==> src/rtl/if_ctrl_pkg.sv <==
// Shared encodings for the instruction-fetch program controller.
// Pure declarations: no logic, no latency, no flow control.
package if_ctrl_pkg;

    typedef enum logic [2:0] {
        ST_IDLE   = 3'd0,
        ST_LOAD   = 3'd1,
        ST_RUN    = 3'd2,
        ST_STEP   = 3'd3,
        ST_HALTED = 3'd4
    } state_e;

    localparam logic [7:0] CMD_LOAD = 8'h4C;
    localparam logic [7:0] CMD_CONT = 8'h43;
    localparam logic [7:0] CMD_STEP = 8'h53;
    localparam logic [7:0] CMD_NEXT = 8'h4E;
    localparam logic [7:0] CMD_RET  = 8'h52;

    localparam logic [31:0] HALT_INST_DFLT = 32'hFFFF_FFFF;

endpackage

==> src/rtl/if_prog_ctrl_if.sv <==
// Host-stream, instruction-memory write port and fetch-enable bundle of the controller.
// Wires only; master is the controller side, slave the surrounding datapath/host.
interface if_prog_ctrl_if #(
    parameter int NB_ADDR = 32,
    parameter int NB_INST = 32,
    parameter int NB_BYTE = 8
);
    logic [NB_BYTE-1:0] i_rx_data;
    logic               i_rx_valid;
    logic [NB_INST-1:0] i_fetched_inst;
    logic               o_write;
    logic [NB_INST-1:0] o_instruction;
    logic [NB_ADDR-1:0] o_address;
    logic               o_enable;
    logic [2:0]         o_state;
    logic               o_load_err;

    modport master (
        input  i_rx_data, i_rx_valid, i_fetched_inst,
        output o_write, o_instruction, o_address, o_enable, o_state, o_load_err
    );

    modport slave (
        output i_rx_data, i_rx_valid, i_fetched_inst,
        input  o_write, o_instruction, o_address, o_enable, o_state, o_load_err
    );
endinterface

==> src/rtl/if_prog_ctrl_word_asm.sv <==
// Little-endian byte-to-word assembler; word_done/word_dat are valid combinationally with the last byte.
// Latency: 0 cycles to the done pulse; backpressure: none, every valid byte is taken.
module if_word_asm #(
    parameter int NB_BYTE = 8,
    parameter int NB_INST = 32
) (
    input  logic               i_clk,
    input  logic               i_reset,
    input  logic               i_clr,
    input  logic               i_byte_vld,
    input  logic [NB_BYTE-1:0] i_byte_dat,
    output logic               o_word_done,
    output logic [NB_INST-1:0] o_word_dat
);
    localparam int BYTES = NB_INST / NB_BYTE;
    localparam int CW    = (BYTES > 1) ? $clog2(BYTES) : 1;
    localparam int SW    = NB_INST - NB_BYTE;

    logic [CW-1:0] byte_cnt_q, byte_cnt_d;
    logic [SW-1:0] shift_q, shift_d;

    // Bytes enter at the top and move down, so the first byte ends up in the LSBs.
    assign o_word_done = i_byte_vld && (byte_cnt_q == CW'(BYTES - 1));
    assign o_word_dat  = {i_byte_dat, shift_q};

    always_comb begin
        byte_cnt_d = byte_cnt_q;
        shift_d    = shift_q;
        if (i_clr) begin
            byte_cnt_d = '0;
        end else if (i_byte_vld) begin
            byte_cnt_d = o_word_done ? '0 : byte_cnt_q + CW'(1);
            shift_d    = {i_byte_dat, shift_q[SW-1:NB_BYTE]};
        end
    end

    always_ff @(posedge i_clk or negedge i_reset) begin
        if (!i_reset) begin
            byte_cnt_q <= '0;
            shift_q    <= '0;
        end else begin
            byte_cnt_q <= byte_cnt_d;
            shift_q    <= shift_d;
        end
    end
endmodule

==> src/rtl/if_prog_ctrl.sv <==
// Loads a program into instruction memory from the host byte stream, then gates the fetch stage (run/step).
// Latency: all outputs registered, 1 cycle after the triggering byte/fetch; backpressure: none, unlisted bytes dropped.
module if_prog_ctrl
    import if_ctrl_pkg::*;
#(
    parameter int          NB_ADDR   = 32,
    parameter int          NB_INST   = 32,
    parameter int          NB_BYTE   = 8,
    parameter int          MEM_WORDS = 256,
    parameter logic [31:0] HALT_INST = HALT_INST_DFLT
) (
    input  logic           i_clk,
    input  logic           i_reset,
    if_prog_ctrl_if.master bus
);
    localparam int WCW = $clog2(MEM_WORDS) + 1;
    localparam logic [NB_INST-1:0] HALT_W = NB_INST'(HALT_INST);

    state_e             state_q, state_d;
    logic [WCW-1:0]     wcnt_q, wcnt_d;
    logic               write_q, write_d;
    logic [NB_INST-1:0] inst_q, inst_d;
    logic [NB_ADDR-1:0] addr_q, addr_d;
    logic               en_q, en_d;
    logic               err_q, err_d;

    logic               asm_clr, asm_vld, word_done;
    logic [NB_INST-1:0] word_dat;
    logic               fetched_halt;

    assign asm_clr      = (state_q == ST_IDLE) && bus.i_rx_valid && (bus.i_rx_data == NB_BYTE'(CMD_LOAD));
    assign asm_vld      = (state_q == ST_LOAD) && bus.i_rx_valid;
    assign fetched_halt = (bus.i_fetched_inst == HALT_W);

    if_word_asm #(.NB_BYTE(NB_BYTE), .NB_INST(NB_INST)) u_asm (
        .i_clk       (i_clk),
        .i_reset     (i_reset),
        .i_clr       (asm_clr),
        .i_byte_vld  (asm_vld),
        .i_byte_dat  (bus.i_rx_data),
        .o_word_done (word_done),
        .o_word_dat  (word_dat)
    );

    always_comb begin
        state_d = state_q;
        wcnt_d  = wcnt_q;
        write_d = 1'b0;
        inst_d  = inst_q;
        addr_d  = addr_q;
        en_d    = 1'b0;
        err_d   = err_q;
        case (state_q)
            ST_IDLE: begin
                if (bus.i_rx_valid) begin
                    if (bus.i_rx_data == NB_BYTE'(CMD_LOAD)) begin
                        state_d = ST_LOAD;
                        err_d   = 1'b0;
                        wcnt_d  = '0;
                    end else if (bus.i_rx_data == NB_BYTE'(CMD_CONT)) begin
                        state_d = ST_RUN;
                        en_d    = 1'b1;
                    end else if (bus.i_rx_data == NB_BYTE'(CMD_STEP)) begin
                        state_d = ST_STEP;
                    end
                end
            end
            ST_LOAD: begin
                if (word_done) begin
                    write_d = 1'b1;
                    inst_d  = word_dat;
                    addr_d  = NB_ADDR'(wcnt_q) << 2;
                    wcnt_d  = wcnt_q + WCW'(1);
                    if (word_dat == HALT_W) begin
                        state_d = ST_IDLE;
                    end else if (wcnt_q == WCW'(MEM_WORDS - 1)) begin
                        // Memory full: stop here rather than wrap onto word 0.
                        err_d   = 1'b1;
                        state_d = ST_IDLE;
                    end
                end
            end
            ST_RUN: begin
                if (fetched_halt) state_d = ST_HALTED;
                else              en_d    = 1'b1;
            end
            ST_STEP: begin
                // While a step is in flight the fetched word is stale, so halt is only trusted when idle.
                if (!en_q && fetched_halt) begin
                    state_d = ST_HALTED;
                end else if (bus.i_rx_valid && (bus.i_rx_data == NB_BYTE'(CMD_NEXT))) begin
                    en_d = 1'b1;
                end
            end
            ST_HALTED: begin
                if (bus.i_rx_valid && (bus.i_rx_data == NB_BYTE'(CMD_RET))) state_d = ST_IDLE;
            end
            default: state_d = ST_IDLE;
        endcase
    end

    always_ff @(posedge i_clk or negedge i_reset) begin
        if (!i_reset) begin
            state_q <= ST_IDLE;
            wcnt_q  <= '0;
            write_q <= 1'b0;
            inst_q  <= '0;
            addr_q  <= '0;
            en_q    <= 1'b0;
            err_q   <= 1'b0;
        end else begin
            state_q <= state_d;
            wcnt_q  <= wcnt_d;
            write_q <= write_d;
            inst_q  <= inst_d;
            addr_q  <= addr_d;
            en_q    <= en_d;
            err_q   <= err_d;
        end
    end

    assign bus.o_write       = write_q;
    assign bus.o_instruction = inst_q;
    assign bus.o_address     = addr_q;
    assign bus.o_enable      = en_q;
    assign bus.o_state       = state_q;
    assign bus.o_load_err    = err_q;
endmodule

==> src/flat_wrapper.sv <==
// flat-port wrapper written by rule: the top's interface ports become plain ports
module if_prog_ctrl_flat import if_ctrl_pkg::*;
#(
    parameter int          NB_ADDR   = 32,
    parameter int          NB_INST   = 32,
    parameter int          NB_BYTE   = 8,
    parameter int          MEM_WORDS = 256,
    parameter logic [31:0] HALT_INST = HALT_INST_DFLT
)
  (i_clk, i_reset, bus_i_rx_data, bus_i_rx_valid, bus_i_fetched_inst, bus_o_write, bus_o_instruction, bus_o_address, bus_o_enable, bus_o_state, bus_o_load_err);
  if_prog_ctrl_if #(.NB_ADDR(NB_ADDR), .NB_INST(NB_INST), .NB_BYTE(NB_BYTE)) bus_i ();
  input  logic i_clk;
  input  logic i_reset;
  input wire logic [$bits(bus_i.i_rx_data)-1:0] bus_i_rx_data;
  input wire logic [$bits(bus_i.i_rx_valid)-1:0] bus_i_rx_valid;
  input wire logic [$bits(bus_i.i_fetched_inst)-1:0] bus_i_fetched_inst;
  output wire logic [$bits(bus_i.o_write)-1:0] bus_o_write;
  output wire logic [$bits(bus_i.o_instruction)-1:0] bus_o_instruction;
  output wire logic [$bits(bus_i.o_address)-1:0] bus_o_address;
  output wire logic [$bits(bus_i.o_enable)-1:0] bus_o_enable;
  output wire logic [$bits(bus_i.o_state)-1:0] bus_o_state;
  output wire logic [$bits(bus_i.o_load_err)-1:0] bus_o_load_err;
  assign bus_i.i_rx_data = bus_i_rx_data;
  assign bus_i.i_rx_valid = bus_i_rx_valid;
  assign bus_i.i_fetched_inst = bus_i_fetched_inst;
  assign bus_o_write = bus_i.o_write;
  assign bus_o_instruction = bus_i.o_instruction;
  assign bus_o_address = bus_i.o_address;
  assign bus_o_enable = bus_i.o_enable;
  assign bus_o_state = bus_i.o_state;
  assign bus_o_load_err = bus_i.o_load_err;
  if_prog_ctrl #(.NB_ADDR(NB_ADDR), .NB_INST(NB_INST), .NB_BYTE(NB_BYTE), .MEM_WORDS(MEM_WORDS), .HALT_INST(HALT_INST)) u_core (.i_clk(i_clk), .i_reset(i_reset), .bus(bus_i));
endmodule
==> config.mk <==
export PLATFORM = sky130hd
export DESIGN_NAME = if_prog_ctrl_flat
export DESIGN_NICKNAME = d
export VERILOG_FILES = /design/src/rtl/if_ctrl_pkg.sv /design/src/rtl/if_prog_ctrl_if.sv /design/src/rtl/if_prog_ctrl_word_asm.sv /design/src/rtl/if_prog_ctrl.sv /design/src/flat_wrapper.sv
export SDC_FILE = /design/constraint.sdc
export NUM_CORES = 1
export LEC_CHECK = 0
export ABC_AREA = 1
export ABC_CLOCK_PERIOD_IN_PS = 2500
export BUFFER_PORTS_ARGS = -buffer_cell sky130_fd_sc_hd__buf_2
export CAP_MARGIN = 20
export CORE_ASPECT_RATIO = 0.9
export CORE_MARGIN = 2
export CORE_UTILIZATION = 32
export DETAILED_ROUTE_END_ITERATION = 10
export PLACE_DENSITY = 0.59
export REMOVE_ABC_BUFFERS = 1
export SLEW_MARGIN = 20
export SYNTH_ARGS = -nofsm -noshare
export SYNTH_HDL_FRONTEND = slang
export SYNTH_SLANG_ARGS = --single-unit
==> constraint.sdc <==
create_clock -name i_clk -period 2.5 [get_ports i_clk]
set_clock_uncertainty 0.15 [all_clocks]
set_input_delay 0.125 -clock i_clk [delete_from_list [all_inputs] [get_ports i_clk]]
set_output_delay 0.125 -clock i_clk [all_outputs]
set_load 0.05 [all_outputs]
==> results of run 1 <==
==> final cells by class <==
| cell class | count | area [um2] |
|---|---|---|
| clock buffers | 10 | 229 |
| well taps | 160 | 200 |
| flip-flops and latches | 82 | 2050 |
| clock inverters | 6 | 51.3 |
| repair buffers | 103 | 591 |
| multi-input cells | 325 | 1590 |
| fillers | 1259 | 7240 |
| inverters | 45 | 176 |
==> layout by cell type, fill, tap and decap left out, types with 2 or more instances in the layout <==
cell type      netlist  routed
inv_2                4       4
o31ai_1              2       2
nor2_8               2       2
buf_2                1      88
nand4_1              2       2
o21ai_0             29      29
buf_4               24       4
inv_4                3       3
inv_1               38      38
nor2_2               4       4
clkbuf_16            0       9
nor3_1               4       4
dlygate4sd3_1        0      10
dfrtp_1             82      82
clkinvlp_4           0       3
nand3_2              2       2
o21ai_2             32      32
nand3_1             11      11
nor2_1              38      38
nand2_1            158     158
a21oi_1              8       8
conb_1               1      23
ha_1                 3       3
==> through the flow <==
step | instances | setup WS (ns)
finish | 731 | 0.317
global route | 731 | 0.105
CTS | 731 | 0.322
detailed placement | 705 | 0.371
global placement | 705 | 0.358
floorplan | 452 | 0.136
==> final timing paths <==
check | endpoint | slack, ns | cells past startpoint
max | u_core.bus.o_state[0]$_DFFE_PN0P_ | 0.32 | 13
min | u_core.bus.o_enable$_DFF_PN0_ | 0.16 | 8
max reg2reg | u_core.bus.o_state[0]$_DFFE_PN0P_ | 0.32 | 13
min reg2reg | u_core.bus.o_instruction[2]$_DFFE_PN0P_ | 0.32 | 2
max in group asynchronous | u_core.bus.o_instruction[30]$_DFFE_PN0P_ | 1.32 | 3
min in group asynchronous | u_core.bus.o_instruction[11]$_DFFE_PN0P_ | 0.18 | 2
==> per-layer routing <==
| layer | up-vias | GRT usage (%) | wire length (um) |
|---|---|---|---|
| met3 | 8 | 2.98 | 507 |
| met5 | - | 0 | 0 |
| met4 | 0 | 4.76 | 67 |
| li1 | 1618 | - | - |
| met2 | 98 | 20.9 | 3740 |
| met1 | 1450 | 17.8 | 4140 |
==> flip-flops by register name, indices dropped and copies added (netlist names) <==
name and flops:
u_core.bus.o_address 9, u_core.bus.o_enable 1, u_core.bus.o_instruction 32, u_core.bus.o_load_err 1, u_core.bus.o_state 3, u_core.bus.o_write 1, u_core.u_asm.byte_cnt_q 2, u_core.u_asm.shift_q 24
u_core.wcnt_q 9
==> power groups by stage <==
stage / clock network (uW) / logic (uW) / registers (uW)
6_report: 1220 / 3090 / 2250
5_1_grt: 1320 / 3340 / 2320
4_1_cts: 1260 / 3130 / 2260
3_5_place_dp: 0 / 3110 / 2270
3_3_place_gp: 0 / 3070 / 2260
2_1_floorplan: 0 / 1160 / 3460
==> kinds of logic after synthesis <==
kind of cell             count (synthesis)  synth area share, %
buffers and inverters                   80                 11.3
AND/OR/NAND/NOR                        225                 23.8
other                                    1               0.0935
XOR/XNOR                                 1                0.219
adder cells (fa/ha/maj)                  3                0.936
flip-flops                              82                 51.2
AO/OA/AOI/OAI                           73                 12.5
==> worst register-to-register path, stage by stage (launching register included) <==
cell and delay [ns]:
dfrtp_1 0.44, ha_1 0.21, nand2_1 0.09, nor3_1 0.24
nand2_1 0.12, nor2_1 0.10, ha_1 0.18, nor2_1 0.05
nand2_1 0.08, nand2_1 0.09, nor2_4 0.12, nand2_1 0.08
nand2_1 0.06, nand2_1 0.05
==> timing repair <==
item / CTS / global route
endpoints found under the hold margin: 60 / 0
gates resized for setup: 0 / 0
setup endpoints to repair: 0 / 0
hold buffers: 10 / 0
==> summary.md, run 1 <==
| Metric | Value |
|---|---|
| Cell area after layout | 4890 um2 |
| Tmin final | 2.18 ns |
| WL final | 8450 um |
| Die height | 110 um |
| Cell taking the most area after synthesis | dfrtp_1 |
| Clk Latency, worst-skew pair | 0.33 ns |
| Class of the most critical setup path | reg2reg |
| Die area | 13400 um2 |
| Pin count of the biggest net entering global routing | 46 |
| Final hold vios | 0 |
| CP required | 2.57 ns |
| Rel. slew slack | 61.0% |
| Nets | 612 |
| Hold_sp | bus_i_fetched_inst[6] |
| Global-route wire length before repair | 14000 um |
| Top post-synthesis cells by count | 158 x nand2_1, 82 x dfrtp_1, 38 x inv_1, 38 x nor2_1, 32 x o21ai_2 |
| Average size of a mapped cell | 8.62 um2 |
| Worst-path clk slew | 0.06 ns |
| Ys flop type | dfrtp_1 |
| Asr flop ratio synth | 100% |
| Crit-path cells | ha_1 > nand2_1 > nor3_1 > nand2_1 > nor2_1 > ha_1 > nor2_1 > nand2_1 > nand2_1 > nor2_4 > nand2_1 > nand2_1 > nand2_1 |
| Post-synth EDFFs | 0 |
| Buf+Inv Stages, Crit Path | 0 |
| Routability congestion estimate from global placement | 0.832 |
| Sequential area share after synthesis | 51.2% |
| Core area | 12100 um2 |
| CTS root buf | clkbuf_16 |
| Leak pwr | 0.00249 uW |
| Cell Area, Synth | 4010 um2 |
| Routed WL per cell | 11.6 um |
| Pins Over Slew Limit | 0 |
| Initial antenna violation count | 0 |
| Type of origin of the critical path | flop |
| Starting DRT DRC Count | 155 |
| Worst Hold Class | in2reg |
| Unrepaired setup endpoints after global routing | no |
| DRT Pass-1 Iters | 4 |
| R2r startpoint | u_core.wcnt_q[0]$_DFFE_PN0P_ |
| Worst path slowest cell | dfrtp_1 |
| Pwr/cell area | 1340 nW/um2 |
| Clock share of power | 18.7% |
| Area growth, synth to finish | 21.9% |
| Vias in the first global route | 2930 |
| Post-Synthesis Cells | 465 |
| Most frequent CP cell | nand2_1 |
| Fin crit share | 87.3% |
| CTS max path bufs | 2 |
| Post-CTS Setup Bufs | 0 |
| Diode count | 0 |
| Crit. End Element | flop |
| Total power | 6560 uW |
| CP max stage delay | 0.44 ns |
| Worst Max-Slew Pin Slew | 0.586 ns |
| Crit-path leading delay family | simple AND/OR/NAND/NOR gates |
| Sw Share | 49.2% |
| Top cell type's share of synthesized area | 51.2% |
| Critical path fanouts, max | 6 |
| Top-count cell post-synth | nand2_1 |
| Die X-Extent | 122 um |
| Worst VDD drop | 0.446 mV |
| Total number of vias | 3174 |
| TritonCTS Buffers | 9 |
| Total track usage | 13.2% |
| Ys Warns | 0 |
| Int Pwr | 3330 uW |
| Part of the power in combinational logic | 47.0% |
| Synth Register Bits | 82 |
| Post-DP HPWL | 6360 um |
| H-tree depth | 3 |
| Via/cell ratio | 4.34 |
| Netlist cell types | 29 |
| Initial cell density of the core | 33.1% |
| Share of cells above drive strength 1 | 28.0% |
| Row count | 38 |
| Setup TNS | 0 ns |
| Largest cells by area after synthesis | dfrtp_1 51%, nand2_1 15%, o21ai_2 7.0% |
| # DRC | 0 |
| Status | finished, final reports clean |
| Setup violations, final | 0 |
| Fin util | 40.3% |
| CTS tree | done |
| Max cap viols | 0 |
| Seq pwr share | 34.3% |
| Port bufs | 89 |
| Switching pwr | 3230 uW |
| Hold slack final | 0.162 ns |
| Maximum clock rate | 458 MHz |
| DP Area | 4510 um2 |
| CTS Sinks | 82 |
| Antenna viol nets, final | 0 |
| GR Overflow Total | 0 |
| CP startpoint | u_core.wcnt_q[0]$_DFFE_PN0P_ |
| Io pins | 113 |
| Crit path DAT | 2.25 ns |
(Power assumes the default switching activity.)
==> run 2, diff against run 1 <==
- ABC_AREA: 1 -> default
- PLACE_DENSITY: 0.59 -> 0.6
==> run 2 against run 1 <==
Compared with the run above: maximum frequency down 0.47%; hold slack worse by 0.15 ns; total power down 55%; sequential power down 41%; via count down 18%; clock power up 18%; sequential share of layout area up 2.4 points; routed wire length down 6.6%; critical endpoint unchanged.
==> summary.md, run 2 <==
| Metric | Value |
|---|---|
| Fin util | 40.9% (+0.61 points) |
| Cell taking the most area after synthesis | dfrtp_1 |
| Total power | 2930 uW (-55%) |
| Cell Area, Synth | 3670 um2 (-8.4%) |
| Diode count | 0 (unchanged) |
| Top-count cell post-synth | dfrtp_1 |
| Commonest non-fill, non-tap cell in the layout | buf_2 |
| Unrepaired setup endpoints after global routing | no |
| # DRC | 0 (unchanged) |
| Final Non-Filler Cells | 555 (-24%) |
| Leak pwr | 0.00246 uW (-1.5%) |
| Area growth, synth to finish | 25.9% |
| Hold slack final | 0.0141 ns (-0.148 ns) |
| Cell area after layout | 4620 um2 (-5.4%) |
| GR Overflow Total | 0 (unchanged) |
| Post-synth EDFFs | 0 (unchanged) |
| Antenna viol nets, final | 0 (unchanged) |
| Max cap viols | 0 (unchanged) |
| Row count | 37 (-2.6%) |
| Rel. slew slack | 59.6% (-1.3 points) |
| Port bufs | 89 (unchanged) |
| Initial cell density of the core | 32.5% (-0.56 points) |
| DP Area | 4220 um2 (-6.5%) |
| Initial antenna violation count | 0 (unchanged) |
| Share of cells above drive strength 1 | 43.6% (+16 points) |
| Most frequent CP cell | and3_1 |
| Seq pwr share | 45.3% (+11 points) |
| Setup violations, final | 0 (unchanged) |
| Worst VDD drop | 0.466 mV (+4.6%) |
| Clk Latency, worst-skew pair | 0.34 ns (about the same) |
| CTS tree | done |
| Starting DRT DRC Count | 117 (-25%) |
| Total track usage | 13.7% (+0.53 points) |
| TritonCTS Buffers | 9 (unchanged) |
| Crit path DAT | 2.30 ns (+0.05 ns) |
| Io pins | 113 (unchanged) |
| Status | finished, final reports clean |
| Routability congestion estimate from global placement | 0.815 (-2.1%) |
| WL final | 7890 um (-6.6%) |
| Dpl cells | 531 (-25%) |
| Nets | 440 (-28%) |
| CTS root buf | clkbuf_16 |
| Part of the power in combinational logic | 5.7% (-41 points) |
| Asr flop ratio synth | 100% (unchanged) |
| Class of the most critical setup path | reg2reg |
| CP required | 2.61 ns (+0.04 ns) |
| Top post-synthesis cells by count | 82 x dfrtp_1, 60 x mux2_2, 24 x buf_4 |
| Via/cell ratio | 4.68 (+7.9%) |
| Crit. End Element | flop |
| Int Pwr | 2250 uW (-33%) |
| CTS max path bufs | 2 (unchanged) |
| Crit-path leading delay family | simple AND/OR/NAND/NOR gates |
| Total number of vias | 2600 (-18%) |
| Final hold vios | 0 (unchanged) |
| Post-Synthesis Cells | 293 (-37%) |
| Largest cells by area after synthesis | dfrtp_1 56%, mux2_2 18%, buf_4 4.9% |
| Synth Register Bits | 82 (unchanged) |
| Worst Hold Class | in2reg |
| Ys Warns | 0 (unchanged) |
| Post-DP HPWL | 5480 um (-14%) |
| Buf+Inv Stages, Crit Path | 0 (unchanged) |
| Pins Over Slew Limit | 0 (unchanged) |
| Ys flop type | dfrtp_1 |
| CTS Sinks | 82 (unchanged) |
| Vias in the first global route | 2641 (-9.9%) |
| H-tree depth | 3 (unchanged) |
| Sw Share | 23.3% (-26 points) |
| Clock share of power | 49.1% (+30 points) |
| Tmin final | 2.19 ns (+0.0102 ns) |
| Routed WL per cell | 14.2 um (+23%) |
| Sequential area share after synthesis | 55.9% (+4.7 points) |
| Die area | 12400 um2 (-8.1%) |
| CP max stage delay | 0.41 ns (-0.03 ns) |
| Worst path slowest cell | dfrtp_1 |
| Most frequent cells in the layout | 88 x buf_2, 82 x dfrtp_1, 60 x mux2_2, 23 x conb_1 |
| Critical path fanouts, max | 5 (-1) |
| Switching pwr | 682 uW (-79%) |
| Average size of a mapped cell | 12.5 um2 (+45%) |
| Worst-path clk slew | 0.06 ns (about the same) |
| Core area | 11300 um2 (-6.8%) |
| Pwr/cell area | 634 nW/um2 (-53%) |
| Die height | 106 um (-4.1%) |
| Netlist cell types | 40 (+38%) |
| Global-route wire length before repair | 13000 um (-6.9%) |
| Type of origin of the critical path | flop |
| Worst Max-Slew Pin Slew | 0.606 ns (+0.0199 ns) |
| Top cell type's share of synthesized area | 55.9% (+4.7 points) |
| DRT Pass-1 Iters | 4 (unchanged) |
| Crit-path cells | ha_1 > and3_1 > and3_1 > and3_1 > ha_1 > a211oi_1 > nor3_1 > a32oi_1 |
| Max reg flops | 32 (unchanged) |
| Pin count of the biggest net entering global routing | 83 (+80%) |
| Fin crit share | 87.7% (+0.41 points) |
| Die X-Extent | 117 um (-4.1%) |
| Maximum clock rate | 456 MHz (-0.47%) |
==> run 2: cell count changes in the layout (fill, tap and decap cells not counted), sizes merged, moves of 8 or more <==
cell,before,now
a21oi,8,0
inv,47,6
mux2,0,63
nand2,159,17
nand3,14,2
nand4,2,18
nor2,45,10
o21ai,61,20
==> run 2: final timing paths <==
| check | from | end | slack, ns | cells past startpoint |
|---|---|---|---|---|
| min in group asynchronous | i_reset | u_core.bus.o_address[8]$_DFFE_PN0P_ | 0.20 | 3 |
| worst max-delay path | u_core.wcnt_q[0]$_DFFE_PN0P_ | u_core.bus.o_state[0]$_DFFE_PN0P_ | 0.31 | 8 |
| worst max register to register | u_core.wcnt_q[0]$_DFFE_PN0P_ | u_core.bus.o_state[0]$_DFFE_PN0P_ | 0.31 | 8 |
| max in group asynchronous | i_reset | u_core.bus.o_instruction[2]$_DFFE_PN0P_ | 1.65 | 3 |
| worst min-delay path | bus_i_rx_valid | u_core.bus.o_load_err$_DFFE_PN0P_ | 0.01 | 3 |
| worst min register to register | u_core.bus.o_address[9]$_DFFE_PN0P_ | u_core.bus.o_address[9]$_DFFE_PN0P_ | 0.32 | 2 |
==> run 2: kinds of logic after synthesis <==
logic type	count (synthesis)	synth area share, %
adders and majority gates	3	1.02
buffers and inverters	36	6.34
muxes	63	19.3
DFF	82	55.9
and+or+nand+nor	72	11.0
other	1	0.102
AOI/OAI and AO/OA	36	6.34
==> run 2: timing repair <==
action                                 in CTS  in global routing
hold buffers                                8                  0
gates resized for setup                     0                  0
setup buffers                               0                  0
endpoints found under the hold margin      96                  0
==> run 2: final cells by class <==
cell class | instances | area (um2)
Clock buffer | 9 | 225
Inverter | 4 | 15.0
Timing Repair Buffer | 100 | 563
Fill cell | 1101 | 6670
Multi-Input combinational cell | 197 | 1470
Sequential cell | 82 | 2050
Clock inverter | 7 | 101
Tap cell | 156 | 195
==> run 2: per-layer routing <==
metal,wire length [um],track usage [%],up-vias
met1,3700,18.5,1269
met3,529,5.81,13
li1,-,-,1235
met4,132,4.87,0
met2,3530,19.7,83
met5,0,0,-
==> run 2: metrics by stage <==
stage               worst slack [ns]  setup TNS (ns)
floorplan                     -0.262          -10.65
global placement               0.338               0
detailed placement             0.321               0
CTS                            0.302               0
global route                   0.139               0
finish                         0.307               0
==> run 2: tightest hold or removal path, stage by stage <==
cell and delay [ns]:
buf_2 0.15, nand3_1 0.09, o21a_1 0.11
==> run 2: power groups by stage <==
stage | sequential, uW | clock [uW] | combinational (uW)
after detailed placement | 1350 | 0 | 158
after floorplan | 1350 | 0 | 81.0
after CTS | 1330 | 1470 | 168
final | 1330 | 1440 | 166
after global placement | 1350 | 0 | 156
after global routing | 1330 | 1530 | 181
==> run 3, diff against run 2 <==
- CORE_UTILIZATION: 32 -> 31
- PLACE_DENSITY: 0.6 -> 0.59
- RECOVER_POWER: default -> 100
==> run 3 against run 2 <==
Compared with the run above: cell count unchanged; count of clock-buffer cells in the layout up 3; maximum frequency down 2.4%; non-clock buffer count unchanged; sequential share of layout area up 1.3 points; utilization down 1.8 points; register-to-register slack worse by 0.05 ns; global-route usage down 0.77 points; critical path type unchanged; sequential power about the same.
==> summary.md, run 3 (synthesis gave the netlist of run 2 again) <==
| Metric | Value |
|---|---|
| Final hold vios | 0 (unchanged) |
| Worst hold path depth | 2 (-1) |
| TritonCTS Buffers | 9 (unchanged) |
| Critical path fanouts, max | 26 (+21) |
| Hold slack final | 0.00989 ns (-0.00417 ns) |
| R2r setup slk | 0.25 ns (-0.05 ns) |
| Routed WL per cell | 14.2 um (-0.14%) |
| Pwr/cell area | 615 nW/um2 (-3.0%) |
| Post-DP HPWL | 5660 um (+3.3%) |
| Leak pwr | 0.00223 uW (-9.4%) |
| DRT Pass-1 Iters | 5 (+1) |
| Fin crit share | 89.9% (+2.1 points) |
| Pin count of the biggest net entering global routing | 45 (-46%) |
| Row count | 37 (unchanged) |
| CP required | 2.57 ns (-0.04 ns) |
| Crit. End Element | flop |
| Pins Over Slew Limit | 0 (unchanged) |
| Most frequent cells in the layout | 82 x dfrtp_1, 60 x mux2_2, 53 x clkbuf_1, 40 x buf_2, 23 x conb_1 |
| Commonest non-fill, non-tap cell in the layout | dfrtp_1 |
| Diode count | 0 (unchanged) |
| Layout filler cell count | 1153 (+4.7%) |
| Nets | 440 (unchanged) |
| Register area | 2050 um2 (unchanged) |
| Worst Max-Slew Pin Slew | 1.14 ns (+0.536 ns) |
| Post-CTS Setup Bufs | 0 (unchanged) |
| H-tree depth | 3 (unchanged) |
| Max reg flops | 32 (unchanged) |
| CTS Sinks | 82 (unchanged) |
| Multi-input logic area | 1450 um2 (-1.3%) |
| Dpl cells | 532 (+0.19%) |
| CTS tree | done |
| Starting DRT DRC Count | 119 (+1.7%) |
| Rel. slew slack | 23.9% (-36 points) |
| Setup violations, final | 0 (unchanged) |
| Die height | 107 um (+1.5%) |
| Worst R2R End | u_core.u_asm.shift_q[23]$_DFFE_PN0P_ |
| Cell area after layout | 4490 um2 (-2.8%) |
| Core area | 11500 um2 (+1.6%) |
| Worst-path clk slew | 0.06 ns (about the same) |
| Initial antenna violation count | 0 (unchanged) |
| Class of the most critical setup path | reg2reg |
| Maximum clock rate | 445 MHz (-2.4%) |
| CTS max path bufs | 2 (unchanged) |
| R2r startpoint | u_core.bus.o_state[1]$_DFFE_PN0P_ |
| Routability congestion estimate from global placement | 0.826 (+1.4%) |
| Share of cells above drive strength 1 | 29.3% (-14 points) |
| Io pins | 113 (unchanged) |
| Unrepaired setup endpoints after global routing | no |
| Vias in the first global route | 2541 (-3.8%) |
| Antenna viol nets, final | 0 (unchanged) |
| CP startpoint | u_core.bus.o_state[1]$_DFFE_PN0P_ |
| Total number of vias | 2625 (+0.96%) |
| Status | finished, final reports clean |
| Max cap viols | 0 (unchanged) |
| Tmin final | 2.25 ns (+0.0537 ns) |
| Via/cell ratio | 4.73 (+0.96%) |
| Critical Path Sink | u_core.u_asm.shift_q[23]$_DFFE_PN0P_ |
| Initial cell density of the core | 32.0% (-0.52 points) |
| Fin util | 39.1% (-1.8 points) |
| Global-route wire length before repair | 13100 um (+0.48%) |
| GR Overflow Total | 0 (unchanged) |
| Type of origin of the critical path | flop |
| # DRC | 0 (unchanged) |
| Die X-Extent | 119 um (+1.5%) |
| DP Area | 4220 um2 (+0.18%) |
| Clk Latency, worst-skew pair | 0.33 ns (about the same) |
| Crit path DAT | 2.31 ns (about the same) |
| Die area | 12700 um2 (+3.1%) |
| Port bufs | 89 (unchanged) |
| Pre-CTS WS | 0.324 ns (+0.00344 ns) |
| Worst Setup Slack, final | 0.253 ns (-0.0537 ns) |
| WL final | 7880 um (-0.14%) |
| Worst Reg2Reg Path Length in Cells | 4 (-4) |
| Total track usage | 12.9% (-0.77 points) |
| Worst Hold Class | in2reg |
| Worst VDD drop | 0.445 mV (-4.6%) |
| Final Non-Filler Cells | 555 (unchanged) |
| Area growth, synth to finish | 22.3% |
| CTS root buf | clkbuf_16 |
-- run 3: cell count changes in the layout (fill, tap and decap cells not counted), moves of 2 or more --
cell	before	now
clkbuf_2	0	2
buf_4	3	0
clkbuf_1	0	53
buf_2	88	40
-- run 3: how the worst min path moves through the flow --
stage                                 from                              endpoint  slack [ns]
after floorplan                    i_reset  u_core.bus.o_address[10]$_DFFE_PN0P_       -0.32
after global placement             i_reset   u_core.bus.o_address[8]$_DFFE_PN0P_        0.01
after detailed placement           i_reset   u_core.bus.o_address[7]$_DFFE_PN0P_        0.01
after CTS                 bus_i_rx_data[0]  u_core.u_asm.shift_q[16]$_DFFE_PN0P_        0.01
after global routing      bus_i_rx_data[0]  u_core.u_asm.shift_q[16]$_DFFE_PN0P_       0.001
final                     bus_i_rx_data[0]  u_core.u_asm.shift_q[16]$_DFFE_PN0P_        0.01
-- run 3: area by class of cell --
cell class	count	area share [%]
sequential	82	45.7
multi-input combinational	197	32.3
timing repair buffer	100	10.9
clock buffer	12	5.27
tap	156	4.35
clock inverter	4	1.17
inverter	4	0.334
-- run 3: report_power, final --
part / internal, uW / total [uW] / switching, uW
Combinational: 36.4 / 163 / 127
Clock: 776 / 1270 / 496
Sequential: 1330 / 1330 / 0.0476
-- run 3: critical path: stages, from the launching register on --
cell and delay, ns:
dfrtp_1 0.43, nor2_1 0.30, and3_1 0.27, clkbuf_2 0.56, mux2_2 0.41
-- run 3: stage by stage --
stage | total power (uW) | TNS (ns)
floorplan | 1430 | -10.65
global placement | 1510 | 0
detailed placement | 1510 | 0
CTS | 2800 | 0
global route | 2890 | 0
finish | 2760 | 0
-- run 3: timing repair --
| action | in CTS | in global routing |
|---|---|---|
| gates resized for setup | 0 | 0 |
| hold buffers | 7 | 0 |
| hold endpoints to repair | 55 | 0 |
-- run 3: metal layers --
layer	track usage [%]	vias to the layer above	routed length, um
met1	18.0	1297	3810
li1	-	1231	-
met4	3.83	0	115
met3	4.24	13	430
met5	0	-	0
met2	19.3	84	3530
